--- src/rtl/zest_align_pkg.sv ---
// ============================================================================
// zest_align_pkg : shared types and defaults for the AD9653 bitslip aligner
// Rev 1.0
// ============================================================================
`default_nettype none

package zest_align_pkg;

    localparam int SLIP_W        = 4;
    localparam int DEF_LANES     = 8;
    localparam int DEF_SER_W     = 8;
    localparam int DEF_RST_CYC   = 4;
    localparam int DEF_SETTLE    = 4;
    localparam int DEF_MATCH_CNT = 16;

    typedef enum logic [2:0] {
        ST_IDLE   = 3'd0,
        ST_RST    = 3'd1,
        ST_SETTLE = 3'd2,
        ST_CHECK  = 3'd3,
        ST_SLIP   = 3'd4,
        ST_DONE   = 3'd5
    } state_t;

    function automatic int max3(input int a, input int b, input int c);
        int m;
        m = (a > b) ? a : b;
        return (m > c) ? m : c;
    endfunction

endpackage

`default_nettype wire

--- src/rtl/zest_bitslip_lane.sv ---
// ============================================================================
// zest_bitslip_lane : per-lane match tracking, lock/fail flags, slip counter
// Rev 1.0
// ============================================================================
`default_nettype none

module zest_bitslip_lane
    import zest_align_pkg::*;
#(
    parameter int SER_W = DEF_SER_W
) (
    input  logic              clk,
    input  logic              rst,
    input  logic              i_clr,
    input  logic              i_check,
    input  logic              i_first,
    input  logic              i_last,
    input  logic              i_slip,
    input  logic [SER_W-1:0]  i_word,
    input  logic [SER_W-1:0]  i_pattern,
    output logic              o_ok,
    output logic              o_fail,
    output logic              o_bitslip,
    output logic              o_need,
    output logic [SLIP_W-1:0] o_slip_cnt
);

    logic              r_match;
    logic              r_ok;
    logic              r_fail;
    logic [SLIP_W-1:0] r_cnt;

    logic w_eq;
    logic w_pass;
    logic w_ok_next;
    logic w_below;

    assign w_eq      = (i_word == i_pattern);
    // The first window cycle restarts the running AND so no credit carries over
    assign w_pass    = w_eq & (i_first | r_match);
    assign w_ok_next = r_ok | (w_pass & ~r_fail);
    assign w_below   = (r_cnt < SLIP_W'(SER_W));

    assign o_need     = ~w_ok_next & ~r_fail & w_below;
    assign o_bitslip  = i_slip & ~r_ok & ~r_fail & w_below;
    assign o_ok       = r_ok;
    assign o_fail     = r_fail;
    assign o_slip_cnt = r_cnt;

    always_ff @(posedge clk or posedge rst) begin
        if (rst) begin
            r_match <= 1'b0;
            r_ok    <= 1'b0;
            r_fail  <= 1'b0;
            r_cnt   <= '0;
        end else if (i_clr) begin
            r_match <= 1'b0;
            r_ok    <= 1'b0;
            r_fail  <= 1'b0;
            r_cnt   <= '0;
        end else begin
            if (i_check) begin
                r_match <= w_pass;
            end
            if (i_check && i_last) begin
                r_ok <= w_ok_next;
                if (!w_ok_next && !r_fail && !w_below) begin
                    r_fail <= 1'b1;
                end
            end
            if (o_bitslip) begin
                r_cnt <= r_cnt + 1'b1;
            end
        end
    end

endmodule

`default_nettype wire

--- src/rtl/zest_bitslip_align.sv ---
// ============================================================================
// zest_bitslip_align : ISERDES reset + per-lane bitslip training sequencer
// Rev 1.0
// ============================================================================
`default_nettype none

module zest_bitslip_align
    import zest_align_pkg::*;
#(
    parameter int LANES     = DEF_LANES,
    parameter int SER_W     = DEF_SER_W,
    parameter int RST_CYC   = DEF_RST_CYC,
    parameter int SETTLE    = DEF_SETTLE,
    parameter int MATCH_CNT = DEF_MATCH_CNT
) (
    input  logic                    clk,
    input  logic                    rst,
    input  logic                    start,
    input  logic [SER_W-1:0]        pattern,
    input  logic [LANES*SER_W-1:0]  dout,
    output logic                    iserdes_reset,
    output logic [LANES-1:0]        bitslip,
    output logic                    busy,
    output logic                    done,
    output logic [LANES-1:0]        lane_ok,
    output logic [LANES-1:0]        lane_fail,
    output logic [LANES*SLIP_W-1:0] slip_cnt
);

    localparam int PH_MAX = max3(RST_CYC, SETTLE, MATCH_CNT);
    localparam int PH_W   = $clog2(PH_MAX + 1);

    state_t           r_state;
    logic [PH_W-1:0]  r_phase;
    logic [SER_W-1:0] r_pattern;

    logic             w_start_ok;
    logic             w_check;
    logic             w_slip;
    logic             w_first;
    logic             w_last;
    logic [LANES-1:0] w_need;

    assign w_start_ok = start & ((r_state == ST_IDLE) | (r_state == ST_DONE));
    assign w_check    = (r_state == ST_CHECK);
    assign w_slip     = (r_state == ST_SLIP);
    assign w_first    = (r_phase == '0);
    assign w_last     = (r_phase == PH_W'(MATCH_CNT - 1));

    // Decoded straight from the state register so an async reset clears them at once
    assign iserdes_reset = (r_state == ST_RST);
    assign busy          = (r_state == ST_RST) | (r_state == ST_SETTLE) | w_check | w_slip;
    assign done          = (r_state == ST_DONE);

    always_ff @(posedge clk or posedge rst) begin
        if (rst) begin
            r_state   <= ST_IDLE;
            r_phase   <= '0;
            r_pattern <= '0;
        end else begin
            case (r_state)
                ST_IDLE, ST_DONE: begin
                    if (w_start_ok) begin
                        r_state   <= ST_RST;
                        r_phase   <= '0;
                        r_pattern <= pattern;
                    end
                end
                ST_RST: begin
                    if (r_phase == PH_W'(RST_CYC - 1)) begin
                        r_state <= ST_SETTLE;
                        r_phase <= '0;
                    end else begin
                        r_phase <= r_phase + 1'b1;
                    end
                end
                ST_SETTLE: begin
                    if (r_phase == PH_W'(SETTLE - 1)) begin
                        r_state <= ST_CHECK;
                        r_phase <= '0;
                    end else begin
                        r_phase <= r_phase + 1'b1;
                    end
                end
                ST_CHECK: begin
                    if (w_last) begin
                        r_state <= (|w_need) ? ST_SLIP : ST_DONE;
                        r_phase <= '0;
                    end else begin
                        r_phase <= r_phase + 1'b1;
                    end
                end
                ST_SLIP: begin
                    r_state <= ST_SETTLE;
                    r_phase <= '0;
                end
                default: begin
                    r_state <= ST_IDLE;
                    r_phase <= '0;
                end
            endcase
        end
    end

    generate
        for (genvar k = 0; k < LANES; k++) begin : g_lane
            zest_bitslip_lane #(
                .SER_W (SER_W)
            ) u_lane (
                .clk        (clk),
                .rst        (rst),
                .i_clr      (w_start_ok),
                .i_check    (w_check),
                .i_first    (w_first),
                .i_last     (w_last),
                .i_slip     (w_slip),
                .i_word     (dout[k*SER_W +: SER_W]),
                .i_pattern  (r_pattern),
                .o_ok       (lane_ok[k]),
                .o_fail     (lane_fail[k]),
                .o_bitslip  (bitslip[k]),
                .o_need     (w_need[k]),
                .o_slip_cnt (slip_cnt[k*SLIP_W +: SLIP_W])
            );
        end
    endgenerate

endmodule

`default_nettype wire

--- config.mk ---
export PLATFORM = sky130hd
export DESIGN_NAME = zest_bitslip_align
export DESIGN_NICKNAME = d
export VERILOG_FILES = /design/src/rtl/zest_align_pkg.sv /design/src/rtl/zest_bitslip_lane.sv /design/src/rtl/zest_bitslip_align.sv
export SDC_FILE = /design/constraint.sdc
export NUM_CORES = 1
export LEC_CHECK = 0
export ABC_AREA = 1
export BUFFER_PORTS_ARGS = -buffer_cell sky130_fd_sc_hd__buf_4
export CAP_MARGIN = 20
export CORE_MARGIN = 2
export CORE_UTILIZATION = 45
export DETAILED_ROUTE_END_ITERATION = 8
export PLACE_DENSITY = 0.7
export SYNTH_ARGS = -nofsm -noshare
export SYNTH_HDL_FRONTEND = slang
export SYNTH_SLANG_ARGS = --single-unit
--- constraint.sdc ---
create_clock -name clk -period 5.2 [get_ports clk]
set_clock_uncertainty 0.2 [all_clocks]
set_input_delay 0.26 -clock clk [delete_from_list [all_inputs] [get_ports clk]]
set_output_delay 0.26 -clock clk [all_outputs]
set_load 0.02 [all_outputs]
# Word level (Yosys, flattened, before mapping)
# Cells that the tools add are included.
# word_totals
regBits,72
output_inout_bits,59
# op_classes
n_addsub,9
n_lt_le_gt_ge,8
n_eq_ne,19
mux,82
bitwise_logic,101
reduce_logical,74
# ops
operator,count
$eq 8x8->1,8
$mux 4,16
$and 1x1->1,57
$mux 1,57
$reduce_bool 2->1,18
$add 4x1->4 const B,8
$lt 4x4->1 const B,8
$logic_not 1->1,24
$not 1->1,24
$or 1x1->1,20
$reduce_and 2->1,9
$logic_and 1x1->1,17
$mux 5,3
$pmux 3 s5,1
$pmux 5 s3,1
$mux 3,4
$reduce_or 8->1,1
$eq 3x2->1 const B,2
$eq 3x3->1 const B,2
$ne 2x1->1 const B,3
$add 5x1->5 const B,1
$eq 5x2->1 const B,1
$eq 5x4->1 const B,1
$logic_not 5->1,1
5 further kinds,6

# Longest topological paths before layout
# Gate-level depths: netlist (run 1).
# logic_depth
ltp_word,12
ltp_mapped,13
depth_no_buf,12

# Cells and area by module
# From an unflattened synthesis (run 1), not the netlist that was laid out.
# hier_totals
cells_unflattened,737
area_unflattened_um2,4874.7
# by_module_without_submodules
module,instances,cells_per_inst,area_per_inst_um2,seq_area_each_um2
zest_bitslip_lane (g_lane[0].u_lane ...),7,76,498.0,175.2
zest_bitslip_align,1,128,895.9,400.4
zest_bitslip_lane (g_lane[7].u_lane),1,77,493.0,175.2

# Least setup slack after synthesis (run 1)
# No wires, ideal clock.
# synth_timing
path_type,register to register
from,register r_phase[0]
to,register g_lane[7].u_lane.r_fail
setup_ps,119
arrival_time_ps,1472
t_required_ps,4881
slack_ps,3409
path_stages_with_launch,10
n_path_buf,0
period_less_slack_ps,1791
cell_sequence,dfrtp_1 -> ha_1 -> nand2_1 -> nor2_1 -> ha_1 -> nand2_1 -> nand2_8 -> inv_6 -> nor3_2 -> o21a_1
# synth_between
elab_chain_cells,10
elab_cells_between_ends,13
classes_between,eq/ne: 1; bitwise: 4; reduce/logical: 8
# synth_rtl
item,line,source
start: declaration,zest_bitslip_align.sv:34,logic [PH_W-1:0] r_phase;
start signal: assignment,zest_bitslip_align.sv:74,r_phase <= r_phase + 1'b1;
start signal: assignment,zest_bitslip_align.sv:82,r_phase <= r_phase + 1'b1;
start signal: assignment,zest_bitslip_align.sv:90,r_phase <= r_phase + 1'b1;
$logic_not 5->1,zest_bitslip_align.sv:47,assign w_first = (r_phase == '0);
$or 1x1->1,zest_bitslip_lane.sv:40,assign w_pass = w_eq & (i_first | r_match);
$and 1x1->1,zest_bitslip_lane.sv:40,
$and 1x1->1,zest_bitslip_lane.sv:41,assign w_ok_next = r_ok | (w_pass & ~r_fail);
$or 1x1->1,zest_bitslip_lane.sv:41,
$logic_not 1->1,zest_bitslip_lane.sv:67,if (!w_ok_next && !r_fail && !w_below) begin
$logic_and 1x1->1 (2 in a row),zest_bitslip_lane.sv:67,
$reduce_bool 2->1 (no line),-,
$reduce_and 2->1 (no line) *,-,
end signal: assignment,zest_bitslip_lane.sv:54,r_fail <= 1'b0;
end signal: assignment,zest_bitslip_lane.sv:59,r_fail <= 1'b0;
end signal: assignment,zest_bitslip_lane.sv:68,r_fail <= 1'b1;
end: declaration,zest_bitslip_lane.sv:30,logic r_fail;
# Mark *: on every way between the ends. The rest lies on a longest branch, timed or not.
# A chain may end at the register's enable or synchronous reset.

# Worst setup path after layout (run 1)
# layout_timing
from,register r_state[1]
to,register g_lane[6].u_lane.r_ok
# layout_between
elab_chain_cells,4
elab_cells_between_ends,8
classes_between,eq/ne: 2; mux: 1; bitwise: 2; reduce/logical: 3
# layout_rtl
item,line,source
start: declaration,zest_bitslip_align.sv:33,state_t r_state;
start signal: assignment,zest_bitslip_align.sv:87,r_state <= (|w_need) ? ST_SLIP : ST_DONE;
$eq 3x3->1 or $logic_not 3->1 (tied branches),zest_bitslip_align.sv:44,assign w_start_ok = start & ((r_state == ST_IDLE) | (r_state == ST_DONE));
$or 1x1->1,zest_bitslip_align.sv:44,
$and 1x1->1,zest_bitslip_align.sv:44,
$mux 1 or $reduce_bool 2->1 (tied branches),-,
end signal: assignment,zest_bitslip_lane.sv:66,r_ok <= w_ok_next;
end: declaration,zest_bitslip_lane.sv:29,logic r_ok;
# Several ways; a longest one is shown, not always the timed one.

==> results of run 1 <==
## layout make-up
| type | instances | area, µm² | share of cell area, % |
|---|---|---|---|
| Tap cell | 136 | 170.2 | 2.829 |
| Timing Repair Buffer | 142 | 1086 | 18.05 |
| Inverter | 109 | 434.2 | 7.217 |
| Clock buffer | 10 | 137.6 | 2.288 |
| Multi-Input combinational cell | 421 | 2256 | 37.50 |
| Clock inverter | 6 | 130.1 | 2.163 |
| Sequential cell | 72 | 1802 | 29.95 |
## per-layer routing
| layer | share of wire [%] | wire, µm |
|---|---|---|
| met3 | 4.7 | 554 |
| met4 | 1.6 | 189 |
| met1 | 44 | 5173 |
| met5 | 0 | 0 |
| met2 | 50 | 5856 |
## synthesized netlist by cell type
master / n
nand2_1: 157
clkbuf_1: 1
nand3_2: 3
a21oi_1: 29
ha_1: 12
nor3_4: 1
o21ai_0: 38
inv_4: 4
o21a_1: 4
xor2_1: 8
o22ai_1: 8
xnor2_1: 28
nand2_2: 9
or2_2: 1
nor2_4: 2
o21ai_2: 2
inv_2: 7
nor3_1: 8
nand3_1: 29
o221ai_1: 1
nand2_8: 1
buf_6: 8
dfrtp_1: 72
nor3_2: 9
buf_2: 3
nand3_4: 1
buf_4: 27
inv_6: 3
nor2_1: 49
a21oi_2: 1
o21ai_1: 2
nand4_1: 11
inv_1: 95
nor2_2: 7
## report_power, final
group | total, µW | switching (µW) | internal [µW]
Clock | 591 | 212 | 379
Sequential | 740 | 129 | 611
Combinational | 825 | 502 | 323
## logic make-up (layout without fill, tap and decap cells)
| logic type | count (synthesis) | after routing | share of synthesized area (%) |
|---|---|---|---|
| AO/OA/AOI/OAI | 85 | 85 | 9.586 |
| adder cells (fa/ha/maj) | 12 | 12 | 3.126 |
| XOR/XNOR | 36 | 36 | 6.564 |
| flip-flops | 72 | 72 | 37.51 |
| buffers and inverters | 148 | 267 | 15.52 |
| AND/OR/NAND/NOR | 288 | 288 | 27.69 |
## critical path: stages, from the launching register on
cell     delay, ps
dfrtp_1        440
nor2_1         130
inv_2           70
nand2_2         70
o21ai_2         80
nor2_4         720
inv_6          240
nand2_8        180
inv_6           70
nor3_2         110
nor2_1          50
nor2_1          80
## worst max-delay path by stage
stage	from	end	slack, ps	cells after the start
6_report	r_state[1]	g_lane[6].u_lane.o_ok	2660	11
5_1_grt	r_state[1]	g_lane[6].u_lane.o_ok	2480	9
4_1_cts	r_state[1]	g_lane[7].u_lane.o_fail	2650	10
3_5_place_dp	r_state[1]	g_lane[7].u_lane.o_fail	2680	10
3_3_place_gp	r_state[1]	g_lane[7].u_lane.o_fail	2750	10
2_1_floorplan	rst	g_lane[0].u_lane.o_fail	2920	1
## stage by stage
step	setup WS (ps)	power (µW)	instances
final	2663	2156	896
after global routing	2483	2299	896
after CTS	2654	2168	896
after detailed placement	2681	1569	872
after global placement	2749	1539	872
after floorplan	2915	1420	641
## state kept, by name (all words and copies together) (netlist names)
| signal | cells |
|---|---|
| r_pattern | 8 |
| g_lane.u_lane.r_match | 8 |
| g_lane.u_lane.o_fail | 8 |
| r_phase | 5 |
| r_state | 3 |
| g_lane.u_lane.o_slip_cnt | 32 |
| g_lane.u_lane.o_ok | 8 |
## timing repair
action / 4_1_cts / 5_1_grt
buffers inserted: 0 / 0
hold endpoints to repair: 8 / 0
hold buffers: 8 / 0
## layout by cell type (no fill, tap or decap)
| cell type | count |
|---|---|
| nand3_1 | 29 |
| o22ai_1 | 8 |
| inv_4 | 4 |
| dfrtp_1 | 72 |
| nand3_2 | 3 |
| nand2_1 | 157 |
| o21ai_0 | 38 |
| nor2_2 | 7 |
| a21oi_2 | 1 |
| nand2_8 | 1 |
| xor2_1 | 8 |
| or2_2 | 1 |
| o221ai_1 | 1 |
| nor3_4 | 1 |
| o21ai_1 | 2 |
| inv_6 | 3 |
| nor3_2 | 9 |
| o21a_1 | 4 |
| nand2_2 | 9 |
| clkbuf_8 | 10 |
| nand4_1 | 11 |
| buf_4 | 134 |
| nor2_1 | 49 |
| a21oi_1 | 29 |
| inv_1 | 94 |
| nor3_1 | 8 |
| inv_2 | 8 |
| xnor2_1 | 28 |
| dlygate4sd3_1 | 8 |
| clkinv_2 | 2 |
| bufinv_16 | 4 |
| o21ai_2 | 2 |
| nand3_4 | 1 |
| ha_1 | 12 |
| nor2_4 | 2 |
==> flow_summary.yaml, run 1 <==
global_routing:
  grt_pass1_vias: 4250
  met2_usage_pct: 36.71
  met3_usage_pct: 4.116
  antenna_found_initial: 0
  overflow: 0
  grt_max_degree: 73
  grtUsageMet1_pct: 26.19
  busiest_layer: "met2"
  grt_pass1_wl_um: 19460
  grt_usage_pct: 21.05
setup_path:
  crit_arrival_ps: 2610
  cp-start-kind: "flop"
  required_ps: 5270
  reg2reg_from: "r_state[1]"
  r2r-end: "g_lane[6].u_lane.o_ok"
  r2r_slack_ps: 2660
  cp-end-kind: "flop"
  rr_worst_depth: 11
  critPathKind: "flop to flop"
  crit_fanout: 39
synthesis:
  syn_avg_cell_area_um2: 7.494
  synth_top_area_share_pct: 37.51
  ys_types: 34
  yosysWarnings: 0
  ys_ff_latch: 72
  syn_inst: 641
  yosysTopAreaCell: "dfrtp_1"
  synthesis.area_mm2: 0.004803
  ys_seq_area_share_pct: 37.51
  synth.net_count: 728
  synth_area_leaders: "dfrtp_1, nand2_1, inv_1"
floorplanning:
  start_util_pct: 46.53
  rows: 37
  pin_count: 134
  core_mm2: 0.01032
  die_h_um: 107.3
  fp.dieW_um: 107.3
  die-area_mm2: 0.01152
clock_tree:
  cts_root_buf: "clkbuf_8"
  ctsResizeCount: 0
  cts_tree: "yes"
  ctsHtreeMaxLevel: 3
  cts_buffer_depth: 2
  clk_pin_slew_ps: 80
  clock_sinks: 72
  insertion_delay_ps: 340
  numCtsBuffers: 9
layout:
  final_core_util_pct: 58.27
  nFillCells: 928
  syn2layout_area_growth_pct: 25.24
  nNetsFinal: 842
  diodes: 0
  fin_area_mm2: 0.006016
  drive_above_1_share_pct: 26.58
run_status:
  violations: "negative hold slack"
  outcome: "finished, violations left"
timing:
  rsz0062_at_grt: "no"
  hold_violations: 3
  worst_slew_pin_slew_ps: 930.6
  period_share_pct: 48.79
  tns_ps: 0
  whs_ps: -6.169
  finalMaxSlewViolations: 0
  max_slew_margin_pct: 37.81
  period_minus_slack_ps: 2537
  max_freq_mhz: 394.1
  setup_violations: 0
placement:
  dp_hpwl_um: 8973
  numPortBuffers: 133
  gp_congestion: 0.8003
  postPlaceCellArea_mm2: 0.005668
power:
  leakagePower_uw: 0.003139
  p_per_area_mw_per_mm2: 358.4
  vdd_ir_drop_max_uv: 272.0
detailed_routing:
  routed_via_density: 4.871
  dr.pass1.iters: 5
  drt_wl_total_um: 11770
  wl_per_cell_um: 13.14
  drc: 0
  vias: 4364
  detail-route-antenna-nets: 0
  drtIter0Drc: 278
run:
  cap_violations: 0
hold_path:
  hold_path.class: "primary input to async pin"
Power figures use the tool's default switching activity.
==> run 2, diff against run 1 <==
PLACE_DENSITY = 0.73   (was 0.7)
clock period = 2.27 ns   (was 5.2 ns; I/O delays follow)
==> flow_summary.yaml, run 2 (same netlist as run 1, synthesis figures left out) <==
layout:
  largest_register_ffs: 32
  final_common_cell: "nand2_1"
  syn2layout_area_growth_pct: 25.29
  nNetsFinal: 848
  multi_input_area_mm2: 0.002256
  diodes: 0
  drive_above_1_share_pct: 26.70
  layout_common_cells: "nand2_1, buf_4, inv_1"
  final-seq-area_mm2: 0.001802
  nFillCells: 922
  fin_cells: 900
  fin_area_mm2: 0.006018
timing:
  max_slew_margin_pct: 60.10
  period_share_pct: 94.23
  setup_violations: 0
  tns_ps: 0
  finalMaxSlewViolations: 0
  max_freq_mhz: 467.5
  hold_violations: 0
  rsz0062_at_grt: "no"
  period_minus_slack_ps: 2139
  worst_slew_pin_slew_ps: 597.7
  whs_ps: 28.01
floorplanning:
  pin_count: 134
  rows: 37
  fp.dieW_um: 107.3
  core_mm2: 0.01032
  die-area_mm2: 0.01152
  start_util_pct: 46.53
  die_h_um: 107.3
setup_path:
  crit_arrival_ps: 1830
  crit_fanout: 10
  required_ps: 1960
  cp-end-kind: "output port"
  critPathKind: "flop to output port"
  cp-start-kind: "flop"
placement:
  numPortBuffers: 133
  placed_cells: 876
  dp_hpwl_um: 9499
  gp_congestion: 0.8462
  postPlaceCellArea_mm2: 0.005710
power:
  leakagePower_uw: 0.003144
  p_per_area_mw_per_mm2: 785.3
  vdd_ir_drop_max_uv: 846.5
  finalPower_uw: 4726
detailed_routing:
  wl_per_cell_um: 13.81
  drt_wl_total_um: 12430
  drc: 0
  dr.pass1.iters: 5
  vias: 4362
  detail-route-antenna-nets: 0
  drtIter0Drc: 209
  routed_via_density: 4.847
hold_path:
  hold_path.class: "primary input to flop"
clock_tree:
  clock_sinks: 72
  insertion_delay_ps: 350
  cts_tree: "yes"
  clk_pin_slew_ps: 80
  numCtsBuffers: 9
  ctsHtreeMaxLevel: 3
  cts_root_buf: "clkbuf_8"
  cts_buffer_depth: 2
global_routing:
  overflow: 0
  grt_max_degree: 39
  grt_usage_pct: 22.16
  grt_pass1_vias: 4261
  antenna_found_initial: 0
  grt_pass1_wl_um: 20190
run:
  cap_violations: 0
run_status:
  outcome: "completed"
## run 2: changes by cell type in the layout (fill, tap and decap cells not counted)
cell | before | now
dlygate4sd3_1 | 8 | 10
bufinv_16 | 4 | 2
buf_12 | 0 | 1
buf_4 | 134 | 137
## run 2: through the flow
step	worst slack (ps)	utilization, %
global route	22.89	58.30
global placement	290.1	55.31
finish	131.0	58.30
detailed placement	262.4	55.31
CTS	120.7	58.30
floorplan	131.6	-
## run 2: path summary, 6_finish.rpt
| check | cells after the start | slack (ps) | from | endpoint |
|---|---|---|---|---|
| max in group asynchronous | 4 | 1030 | rst | g_lane[6].u_lane.r_match |
| worst max register to register | 9 | 220 | r_pattern[4] | r_state[0] |
| worst min-delay path | 6 | 30 | dout[27] | g_lane[3].u_lane.r_match |
| worst min register to register | 2 | 330 | g_lane[0].u_lane.r_match | g_lane[0].u_lane.r_match |
| worst max-delay path | 7 | 130 | r_state[1] | bitslip[3] |
| min in group asynchronous | 3 | 190 | rst | g_lane[1].u_lane.o_fail |
## run 2: cell type report
type	count	area share, %
Timing Repair Buffer	148	19.09
Sequential cell	72	29.94
Clock inverter	4	1.164
Clock buffer	10	2.287
Inverter	109	7.214
Multi-Input combinational cell	421	37.48
Tap cell	136	2.827
## run 2: power by group
group | total [µW] | internal [µW] | switching, µW
sequential | 1690 | 1400 | 291
clock | 1120 | 633 | 483
combinational | 1920 | 751 | 1170
total | 4730 | 2780 | 1940
## run 2: metal layers
| metal | global-route usage, % | part of all wire, % | vias up |
|---|---|---|---|
| li1 | - | - | 2219 |
| met2 | 38.43 | 50 | 100 |
| met3 | 3.450 | 4.5 | 15 |
| met4 | 6.494 | 1.2 | 0 |
| met1 | 28.54 | 44 | 2028 |
| met5 | 0 | 0 | - |
## run 2: worst max-delay path: stages (launching register included)
cell,delay [ps]
dfrtp_1,440
nor2_1,130
inv_2,70
nor2_4,240
buf_4,200
nand3_1,90
inv_1,140
buf_4,160
## run 2: timing repair
action / CTS / global route
gates resized for setup: 0 / 0
hold buffers: 10 / 0
buffers inserted: 0 / 0
hold endpoints to repair: 37 / 0
